### config.mk
export PLATFORM = sky130hd
export DESIGN_NAME = seq_muldiv_flat
export DESIGN_NICKNAME = d
export VERILOG_FILES = /design/src/rtl/seq_muldiv_if.sv /design/src/rtl/seq_muldiv.sv /design/src/flat_wrapper.sv
export SDC_FILE = /design/constraint.sdc
export NUM_CORES = 1
export LEC_CHECK = 0
export ABC_AREA = 1
export BUFFER_PORTS_ARGS = -buffer_cell sky130_fd_sc_hd__buf_4
export CAP_MARGIN = 25
export CORE_MARGIN = 2
export CORE_UTILIZATION = 55
export CTS_CLUSTER_SIZE = 16
export DETAILED_ROUTE_END_ITERATION = 10
export GPL_TIMING_DRIVEN = 0
export PLACE_DENSITY = 0.8
export SETUP_SLACK_MARGIN = 0.4
export SLEW_MARGIN = 20
export SYNTH_ARGS = -nofsm -noshare
export SYNTH_HDL_FRONTEND = slang
export SYNTH_SLANG_ARGS = --single-unit
### constraint.sdc
create_clock -name Clock -period 2.1 [get_ports Clock]
set_input_delay 0.21 -clock Clock [delete_from_list [all_inputs] [get_ports Clock]]
set_output_delay 0.21 -clock Clock [all_outputs]
set_load 0.03 [all_outputs]
### src/rtl/seq_muldiv_if.sv
// Request/result bundle for seq_muldiv. The master drives the request
// (start/op/A/B); the slave (the engine) drives status and results.
interface seq_muldiv_if #(
  parameter int unsigned WIDTH = 32
);
  logic             start;
  logic [1:0]       op;
  logic [WIDTH-1:0] A;
  logic [WIDTH-1:0] B;
  logic             busy;
  logic             done;
  logic [WIDTH-1:0] HI;
  logic [WIDTH-1:0] LO;
  logic             div_zero;

  modport master (
    output start, op, A, B,
    input  busy, done, HI, LO, div_zero
  );

  modport slave (
    input  start, op, A, B,
    output busy, done, HI, LO, div_zero
  );
endinterface

### src/rtl/seq_muldiv.sv
// seq_muldiv: multi-cycle signed/unsigned multiply and divide engine.
// Shift-add multiply and restoring divide on operand magnitudes, followed by
// a single sign-fix cycle that writes HI/LO.
// Optional divider: define SEQ_MULDIV_DIV_EN to build the divide datapath.
// Without it, DIV/DIVU finish immediately with HI=LO=0 and div_zero=1.
module seq_muldiv #(
  parameter int unsigned WIDTH = 32
) (
  input logic        Clock,
  input logic        Resetn,
  seq_muldiv_if.slave bus
);

  localparam int unsigned CW = $clog2(WIDTH + 1);

  typedef enum logic [1:0] {StIdle, StCalc, StFix, StDone} state_t;

  state_t           r_state;
  logic             r_busy;
  logic             r_done;
  logic             r_div_zero;
  logic [WIDTH-1:0] r_hi;
  logic [WIDTH-1:0] r_lo;
  // Accumulator / remainder, multiplier / quotient, multiplicand / divisor.
  logic [WIDTH-1:0] r_acc;
  logic [WIDTH-1:0] r_mq;
  logic [WIDTH-1:0] r_mcand;
  logic [CW-1:0]    r_cnt;
  logic             r_is_div;
  logic             r_neg_lo;
  logic             r_neg_hi;
  logic             r_dz;

  logic               w_accept;
  logic               w_a_neg;
  logic               w_b_neg;
  logic [WIDTH-1:0]   w_a_mag;
  logic [WIDTH-1:0]   w_b_mag;
  logic [WIDTH:0]     w_mul_sum;
  logic [2*WIDTH-1:0] w_prod;
  logic [2*WIDTH-1:0] w_prod_neg;
  logic               w_last;

  assign w_accept   = bus.start && ((r_state == StIdle) || (r_state == StDone));
  // Operands are treated as signed only for MUL/DIV (op[0] = 0).
  assign w_a_neg    = ~bus.op[0] & bus.A[WIDTH-1];
  assign w_b_neg    = ~bus.op[0] & bus.B[WIDTH-1];
  assign w_a_mag    = w_a_neg ? -bus.A : bus.A;
  assign w_b_mag    = w_b_neg ? -bus.B : bus.B;
  assign w_mul_sum  = {1'b0, r_acc} + (r_mq[0] ? {1'b0, r_mcand} : '0);
  assign w_prod     = {r_acc, r_mq};
  assign w_prod_neg = -w_prod;
  assign w_last     = (r_cnt == CW'(WIDTH - 1));

`ifdef SEQ_MULDIV_DIV_EN
  logic [WIDTH:0]   w_shift;
  logic             w_q_bit;
  logic [WIDTH-1:0] w_diff;
  logic             w_b_zero;

  assign w_shift  = {r_acc, r_mq[WIDTH-1]};
  assign w_q_bit  = (w_shift >= {1'b0, r_mcand});
  // A kept difference is below the divisor, so W bits hold it exactly.
  assign w_diff   = w_shift[WIDTH-1:0] - r_mcand;
  assign w_b_zero = (bus.B == '0);
`endif

  // Control FSM and datapath: capture, iterate, sign-fix, report.
  always_ff @(posedge Clock or negedge Resetn) begin
    if (!Resetn) begin
      r_state    <= StIdle;
      r_busy     <= 1'b0;
      r_done     <= 1'b0;
      r_div_zero <= 1'b0;
      r_hi       <= '0;
      r_lo       <= '0;
      r_acc      <= '0;
      r_mq       <= '0;
      r_mcand    <= '0;
      r_cnt      <= '0;
      r_is_div   <= 1'b0;
      r_neg_lo   <= 1'b0;
      r_neg_hi   <= 1'b0;
      r_dz       <= 1'b0;
    end else begin
      r_done <= 1'b0;
      unique case (r_state)
        StIdle, StDone: begin
          if (w_accept) begin
            r_busy   <= 1'b1;
            r_is_div <= bus.op[1];
            r_cnt    <= '0;
            if (bus.op[1]) begin
`ifdef SEQ_MULDIV_DIV_EN
              if (w_b_zero) begin
                // Divide by zero: results are fixed, skip iteration.
                r_acc    <= bus.A;
                r_mq     <= '1;
                r_neg_lo <= 1'b0;
                r_neg_hi <= 1'b0;
                r_dz     <= 1'b1;
                r_state  <= StFix;
              end else begin
                r_acc    <= '0;
                r_mq     <= w_a_mag;
                r_mcand  <= w_b_mag;
                r_neg_lo <= w_a_neg ^ w_b_neg;
                r_neg_hi <= w_a_neg;
                r_dz     <= 1'b0;
                r_state  <= StCalc;
              end
`else
              // No divider: report the op as illegal with zero results.
              r_acc    <= '0;
              r_mq     <= '0;
              r_neg_lo <= 1'b0;
              r_neg_hi <= 1'b0;
              r_dz     <= 1'b1;
              r_state  <= StFix;
`endif
            end else begin
              r_acc    <= '0;
              r_mq     <= w_b_mag;
              r_mcand  <= w_a_mag;
              r_neg_lo <= w_a_neg ^ w_b_neg;
              r_neg_hi <= 1'b0;
              r_dz     <= 1'b0;
              r_state  <= StCalc;
            end
          end else begin
            r_state <= StIdle;
          end
        end
        StCalc: begin
`ifdef SEQ_MULDIV_DIV_EN
          if (r_is_div) begin
            r_acc <= w_q_bit ? w_diff : w_shift[WIDTH-1:0];
            r_mq  <= {r_mq[WIDTH-2:0], w_q_bit};
          end else begin
            r_acc <= w_mul_sum[WIDTH:1];
            r_mq  <= {w_mul_sum[0], r_mq[WIDTH-1:1]};
          end
`else
          r_acc <= w_mul_sum[WIDTH:1];
          r_mq  <= {w_mul_sum[0], r_mq[WIDTH-1:1]};
`endif
          r_cnt <= r_cnt + 1'b1;
          if (w_last) begin
            r_state <= StFix;
          end
        end
        StFix: begin
          if (r_is_div) begin
            r_lo <= r_neg_lo ? -r_mq : r_mq;
            r_hi <= r_neg_hi ? -r_acc : r_acc;
          end else begin
            {r_hi, r_lo} <= r_neg_lo ? w_prod_neg : w_prod;
          end
          r_div_zero <= r_dz;
          r_done     <= 1'b1;
          r_busy     <= 1'b0;
          r_state    <= StDone;
        end
        default: begin
          r_state <= StIdle;
        end
      endcase
    end
  end

  assign bus.busy     = r_busy;
  assign bus.done     = r_done;
  assign bus.HI       = r_hi;
  assign bus.LO       = r_lo;
  assign bus.div_zero = r_div_zero;

endmodule
### src/flat_wrapper.sv
// flat-port wrapper written by rule: the top's interface ports become plain ports
module seq_muldiv_flat 
#(
  parameter int unsigned WIDTH = 32
)
  (Clock, Resetn, bus_start, bus_op, bus_A, bus_B, bus_busy, bus_done, bus_HI, bus_LO, bus_div_zero);
  seq_muldiv_if #(.WIDTH(WIDTH)) bus_i ();
  input logic Clock;
  input logic Resetn;
  input wire logic [$bits(bus_i.start)-1:0] bus_start;
  input wire logic [$bits(bus_i.op)-1:0] bus_op;
  input wire logic [$bits(bus_i.A)-1:0] bus_A;
  input wire logic [$bits(bus_i.B)-1:0] bus_B;
  output wire logic [$bits(bus_i.busy)-1:0] bus_busy;
  output wire logic [$bits(bus_i.done)-1:0] bus_done;
  output wire logic [$bits(bus_i.HI)-1:0] bus_HI;
  output wire logic [$bits(bus_i.LO)-1:0] bus_LO;
  output wire logic [$bits(bus_i.div_zero)-1:0] bus_div_zero;
  assign bus_i.start = bus_start;
  assign bus_i.op = bus_op;
  assign bus_i.A = bus_A;
  assign bus_i.B = bus_B;
  assign bus_busy = bus_i.busy;
  assign bus_done = bus_i.done;
  assign bus_HI = bus_i.HI;
  assign bus_LO = bus_i.LO;
  assign bus_div_zero = bus_i.div_zero;
  seq_muldiv #(.WIDTH(WIDTH)) u_core (.Clock(Clock), .Resetn(Resetn), .bus(bus_i));
endmodule
==> results_dict.tcl, run 1 <==
set metrics [dict create \
    cp_cell_sequence "buf_6, clkbuf_8, nand2_1, inv_1, ha_4, nand2_8, nor2_2, nand3_1, nand3b_1, nand2_1, nand3_1, nand2_1, nand3_2, nand2_1" \
    drt_iter0_markers 1933 \
    htreeDepth 4 \
    worstSkewPairLatency_ns 0.45 \
    final_cell_mix "nand2_1, inv_1, buf_4, dfrtp_1, nor2_1" \
    start_util_pct 55.83 \
    ir_worst_vdd_v 0.0008141 \
    io_pins 136 \
    post_synth.cell_area_avg_um2 6.315 \
    critPathMaxStageDelay_ns 0.38 \
    vias 15790 \
    drc 0 \
    wire_per_inst_um 19.93 \
    hold_violations 0 \
    synth_cells 2069 \
    die_w_um 158.1 \
    dpl.hpwl_um 34640 \
    status "finished, violations left" \
    layout-drive-gt1-share_pct 33.58 \
    routed_wl_um 52900 \
    cts_buffers 17 \
    startpoint "u_core.r_mq[0]" \
    clockRootBuffer "clkbuf_16" \
    track_usage_pct 37.30 \
    critPathSlowestCell "dfrtp_1" \
    worst_slew_pin_slew_ns 0.7124 \
    die_h_um 158.1 \
    endpoint_kind "flip-flop" \
    clock_path_buffers 2 \
    synth-seq-cells 173 \
    gp_congestion 0.9737 \
    worstPathRequired_ns 2.43 \
    drtPass1Iterations 6 \
    final_common_cell "nand2_1" \
    start_kind "flip-flop" \
    fin_nets 2430 \
    cap_violations 0 \
    cp_common_cell "nand2_1" \
    fin_skew_ns 0.01814 \
    syn_area_um2 13070 \
    synth_top_area_share_pct 33.13 \
    ys.warnings.count 0 \
    n_fill_cell 1541 \
    whs_ns 0.02021 \
    rows 56 \
    cts_tree "yes" \
    slew_headroom_pct 52.50 \
    synth_top_area_cell "dfrtp_1" \
    dominantRegCellSynth "dfrtp_1" \
    core_um2 23400 \
    syn_to_final_growth_pct 42.84 \
    worst_slack_ns -0.2941 \
    grt_pass1_vias 13804 \
    setup_viol_count_final 49 \
    cp_max_fo 8 \
    antenna_cells 0 \
    ys_types 46 \
    syn_nets 2177 \
    crit_type "reg2reg" \
    arrival_ns 2.72 \
    r2r_start "u_core.r_mq[0]" \
    async_flop_share_pct 100.0 \
    violations "setup timing" \
    grt_setup_unrepaired "yes" \
    path_clk_slew_ns 0.07 \
    slew_viol_final 0 \
    holdCritStartpoint "bus_A[31]" \
    port_buffers 135 \
    routed_via_density 5.950 \
    fmax_ghz 0.4177 \
    design.die.area_um2 25010 \
    hp-class "in2reg" \
    min_period_ns 2.394 \
    antenna_left 0 \
    seq_area_frac_synth_pct 33.13 \
    grt_start_max_net_pins 70 \
    cts_sinks 173 \
    leakage_nw 9.784 \
    antenna_found_initial 1 \
    p_per_area_nw_per_um2 1441 \
    finalCritPeriodShare_pct 114.0 \
    total_power_w 0.02690 \
    synth_area_leaders "dfrtp_1, nand2_1, nand3_1" \
    synth_edf_count 0 \
    grt_pass1_wl_um 72220 \
    grt-ovfl-total 0 \
]
==> power breakdown <==
group | total [W] | switching (W) | internal, W
sequential | 0.00628 | 0.00160 | 0.00468
combinational | 0.0174 | 0.0108 | 0.00658
clock | 0.00323 | 0.00161 | 0.00162
total | 0.0269 | 0.0140 | 0.0129
==> layer usage <==
layer	part of all wire, %	track usage, %	wire length [um]
met1	39	52.18	20800
met4	5.0	10.90	2629
met2	44	58.30	23250
met3	12	7.692	6210
met5	0.025	1.863	13
==> synthesized netlist by cell type, types with 22 or more instances <==
master,number
nand2_1,725
inv_1,257
nand3_1,203
nor2_1,195
dfrtp_1,173
o21ai_0,80
a21oi_1,46
xor2_1,39
ha_1,38
o21ai_1,38
inv_2,36
clkbuf_1,31
nor3_1,25
nand4_1,24
buf_2,22
==> final timing paths <==
kind | end | slack [ns] | depth (start not counted)
setup / recovery | u_core.r_acc[24] | -0.29 | 14
hold / removal | u_core.r_mcand[31] | 0.02 | 3
setup reg to reg | u_core.r_acc[24] | -0.29 | 14
hold reg to reg | u_core.bus.div_zero | 0.48 | 2
max in group asynchronous | u_core.bus.HI[17] | 0.86 | 4
min in group asynchronous | u_core.bus.busy | 0.24 | 2
==> sequential cells by signal, indices dropped and copies added (netlist names), 2 cells and up <==
register	count
u_core.r_cnt	6
u_core.bus.HI	32
u_core.r_mq	32
u_core.r_acc	32
u_core.r_state	2
u_core.bus.LO	32
u_core.r_mcand	32
==> area by class of cell <==
cell class	count	area [um2]	share of cell area [%]
inverter	293	1132	6.067
sequential	173	4330	23.20
multi-input combinational	1546	9652	51.71
clock buffer	18	439.2	2.353
timing repair buffer	234	2082	11.16
clock inverter	14	143.9	0.7709
tap	319	399.1	2.138
buffer	57	485.5	2.601
==> metrics by stage <==
step / cell area, um2 / worst slack, ns / setup TNS [ns] / utilization [%] / instances
after CTS: 17240 / -0.03962 / -0.1714 / 73.65 / 2613
after floorplan: 13440 / 0.1138 / 0 / - / 2069
after global routing: 18660 / -0.3465 / -8.341 / 79.75 / 2654
final: 18660 / -0.2941 / -4.262 / 79.75 / 2654
after global placement: 14850 / -0.3664 / -35.20 / 63.47 / 2523
after detailed placement: 14920 / -0.3560 / -13.84 / 63.74 / 2525
==> repair_timing <==
action / 4_1_cts / 5_1_grt
hold endpoints to repair: 41 / 0
setup buffers: 53 / 35
setup endpoints to repair: 163 / 164
gates cloned: 2 / 6
hold buffers: 1 / 0
pin swaps: 87 / 133
resized for setup: 362 / 274
==> cell families after synthesis <==
logic type                 after synthesis  synth area share (%)
xor gates and xnor gates                40                 2.681
adders and majority gates               39                 3.792
DFF                                    173                 33.13
and+or+nand+nor                       1236                 39.93
AOI/OAI and AO/OA                      231                 10.08
buffers and inverters                  350                 10.38
==> worst max-delay path: cells and delay by family (launching register included) <==
family	cells	cell delay [ns]
adder cells (fa/ha/maj)	1	0.34
buffers and inverters	3	0.38
flip-flops	1	0.38
AND/OR/NAND/NOR	10	1.18
Note: power is estimated with default switching activity, not from simulation.
==> inputs of run 2 (changes only) <==
--- a/config.mk
+++ b/config.mk
@@ -9,11 +9,11 @@
 export BUFFER_PORTS_ARGS = -buffer_cell sky130_fd_sc_hd__buf_4
 export CAP_MARGIN = 25
 export CORE_MARGIN = 2
-export CORE_UTILIZATION = 55
+export CORE_UTILIZATION = 30
 export CTS_CLUSTER_SIZE = 16
 export DETAILED_ROUTE_END_ITERATION = 10
 export GPL_TIMING_DRIVEN = 0
-export PLACE_DENSITY = 0.8
+export PLACE_DENSITY = 0.5
 export SETUP_SLACK_MARGIN = 0.4
 export SLEW_MARGIN = 20
 export SYNTH_ARGS = -nofsm -noshare
==> run 2 against run 1 <==
The flow still finishes with violations (setup timing). Cell area up 0.27%. Combinational power down 3%. Non-clock buffer count down 15. Via count down 10%. Utilization down 36 points. Sequential cell count unchanged. Global-route usage down 15 points. Fmax up 9.2%. Setup slack better by 0.20 ns. Worst hold slack worse by 0.0020 ns. Critical path type unchanged. Critical endpoint is now u_core.r_acc[17].
==> results_dict.tcl, run 2 (same netlist as run 1, synthesis figures left out) <==
set metrics [dict create \
    status "finished, violations left" \
    violations "setup timing" \
    antenna_cells 0 \
    grt_pass1_vias 13406 \
    vias 14145 \
    ir_worst_vdd_v 0.0006097 \
    die_w_um 212.7 \
    combPwrFrac_pct 63.5 \
    rows 76 \
    hp-class "in2reg" \
    wire_per_inst_um 17.50 \
    routed_wl_um 50850 \
    drt_iter0_markers 1009 \
    leakage_nw 9.591 \
    hold_violations 0 \
    holdPathEnd "u_core.r_mcand[30]" \
    slew_viol_final 0 \
    design.die.area_um2 45240 \
    endpoint_kind "flip-flop" \
    antenna_found_initial 0 \
    start_util_pct 30.33 \
    use_met3_pct 3.206 \
    seqPwrFrac_pct 23.7 \
    whs_path_depth 4 \
    grt_use_met2_pct 34.53 \
    port_buffers 135 \
    clockRootBuffer "clkbuf_16" \
    worst_slack_ns -0.09335 \
    start_kind "flip-flop" \
    final_common_cell "nand2_1" \
    track_usage_pct 22.42 \
    routed_via_density 4.869 \
    r2r_end "u_core.r_acc[17]" \
    antenna_left 0 \
    grt_pass1_wl_um 76640 \
    top_usage_layer "met2" \
    total_power_w 0.02639 \
    power.switching_w 0.01352 \
    drc 0 \
    worst_slew_pin_slew_ns 0.7221 \
    intPower_w 0.01287 \
    whs_ns 0.01819 \
    die_h_um 212.7 \
    io_pins 136 \
    worstSkewPairLatency_ns 0.48 \
    dpl.hpwl_um 39670 \
    setup_viol_count_final 38 \
    n_fill_cell 4471 \
    dpl.cell_count 2791 \
    p_per_area_nw_per_um2 1410 \
    min_period_ns 2.193 \
    rr_worst_depth 15 \
    r2r_slack_ns -0.09 \
    slew_headroom_pct 51.86 \
    cts_sinks 173 \
    cts_tree "yes" \
    fin_skew_ns 0.01813 \
    grt_setup_unrepaired "yes" \
    met1_usage_pct 32.25 \
    fin_cells 2905 \
    grt_start_max_net_pins 72 \
    r2r_start "u_core.r_mq[0]" \
    fmax_ghz 0.4559 \
    gp_congestion 0.9005 \
    core_um2 43080 \
    path_clk_slew_ns 0.08 \
    clock_path_buffers 2 \
    final_cell_mix "nand2_1, inv_1, buf_4, dfrtp_1, nor2_1" \
    worstPathRequired_ns 2.45 \
    netSwitchingFraction_pct 51.23 \
    arrival_ns 2.54 \
    htreeDepth 4 \
    fin_nets 2415 \
    clockPowerShare_pct 12.8 \
    cp_max_fo 8 \
    layout-drive-gt1-share_pct 32.50 \
    post-place-ws_ns -0.6177 \
    cts_buffers 17 \
    finalCritPeriodShare_pct 104.4 \
    grt-ovfl-total 0 \
    holdCritStartpoint "bus_A[30]" \
    crit_type "reg2reg" \
    drtPass1Iterations 8 \
    fin_util_pct 43.45 \
    syn_to_final_growth_pct 43.23 \
    cap_violations 0 \
]
==> run 2: worst max path at each step <==
| stage | from | to | slack, ns | cells after the start |
|---|---|---|---|---|
| finish | u_core.r_mq[0] | u_core.r_acc[17] | -0.09 | 15 |
| global route | u_core.r_mq[0] | u_core.r_acc[17] | -0.19 | 15 |
| CTS | u_core.r_mq[0] | u_core.r_acc[28] | -0.10 | 14 |
| detailed placement | u_core.r_state[0] | u_core.bus.busy | -0.62 | 8 |
| global placement | u_core.r_state[0] | u_core.bus.busy | -0.61 | 8 |
| floorplan | u_core.r_mq[0] | u_core.r_acc[23] | 0.11 | 17 |
==> run 2: layer usage <==
metal | part of all wire (%) | routed length, um
met4 | 2.6 | 1316
met1 | 49 | 24820
met3 | 4.9 | 2512
met5 | 0 | 0
met2 | 44 | 22200
==> run 2: cell type report <==
type                    count  area (um2)  area share [%]
repair buffers            219        1884           10.07
clock inverters            13       163.9          0.8758
multi-input cells        1546        9520           50.87
plain buffers              57       508.0           2.714
well taps                 585       732.0           3.911
inverters                 293        1130           6.037
clock buffers              19       442.9           2.367
flip-flops and latches    173        4334           23.16
==> run 2: what timing repair did <==
action / 4_1_cts / 5_1_grt
hold buffers: 4 / 0
hold endpoints to repair: 108 / 0
resized for setup: 312 / 286
gates cloned: 2 / 3
endpoints found under the setup margin: 168 / 146
setup buffers: 41 / 32
pin swaps: 81 / 119
==> run 2: power by group through the flow <==
stage	sequential, W	combinational, W	clock, W
after floorplan	0.00663	0.00776	0
after global placement	0.00616	0.0127	0
after detailed placement	0.00619	0.0128	0
after CTS	0.00618	0.0149	0.00346
after global routing	0.00641	0.0183	0.00356
final	0.00627	0.0168	0.00338
==> run 2: metrics by stage <==
step / area [um2] / TNS (ns)
floorplan: 13440 / 0
global placement: 15190 / -80.74
detailed placement: 15250 / -25.84
CTS: 17340 / -1.241
global route: 18720 / -5.857
finish: 18720 / -1.490
==> run 2: worst max-delay path, cell delays in order, from the launching register on <==
cell,delay (ns)
dfrtp_1,0.35
buf_6,0.16
clkbuf_16,0.17
nand2_4,0.05
inv_4,0.06
ha_4,0.13
inv_2,0.03
fa_2,0.34
inv_2,0.10
nand3_2,0.08
nand3b_1,0.20
nand2_1,0.10
nand2_2,0.11
nand2_1,0.06
nand2_1,0.05
o21ai_1,0.05
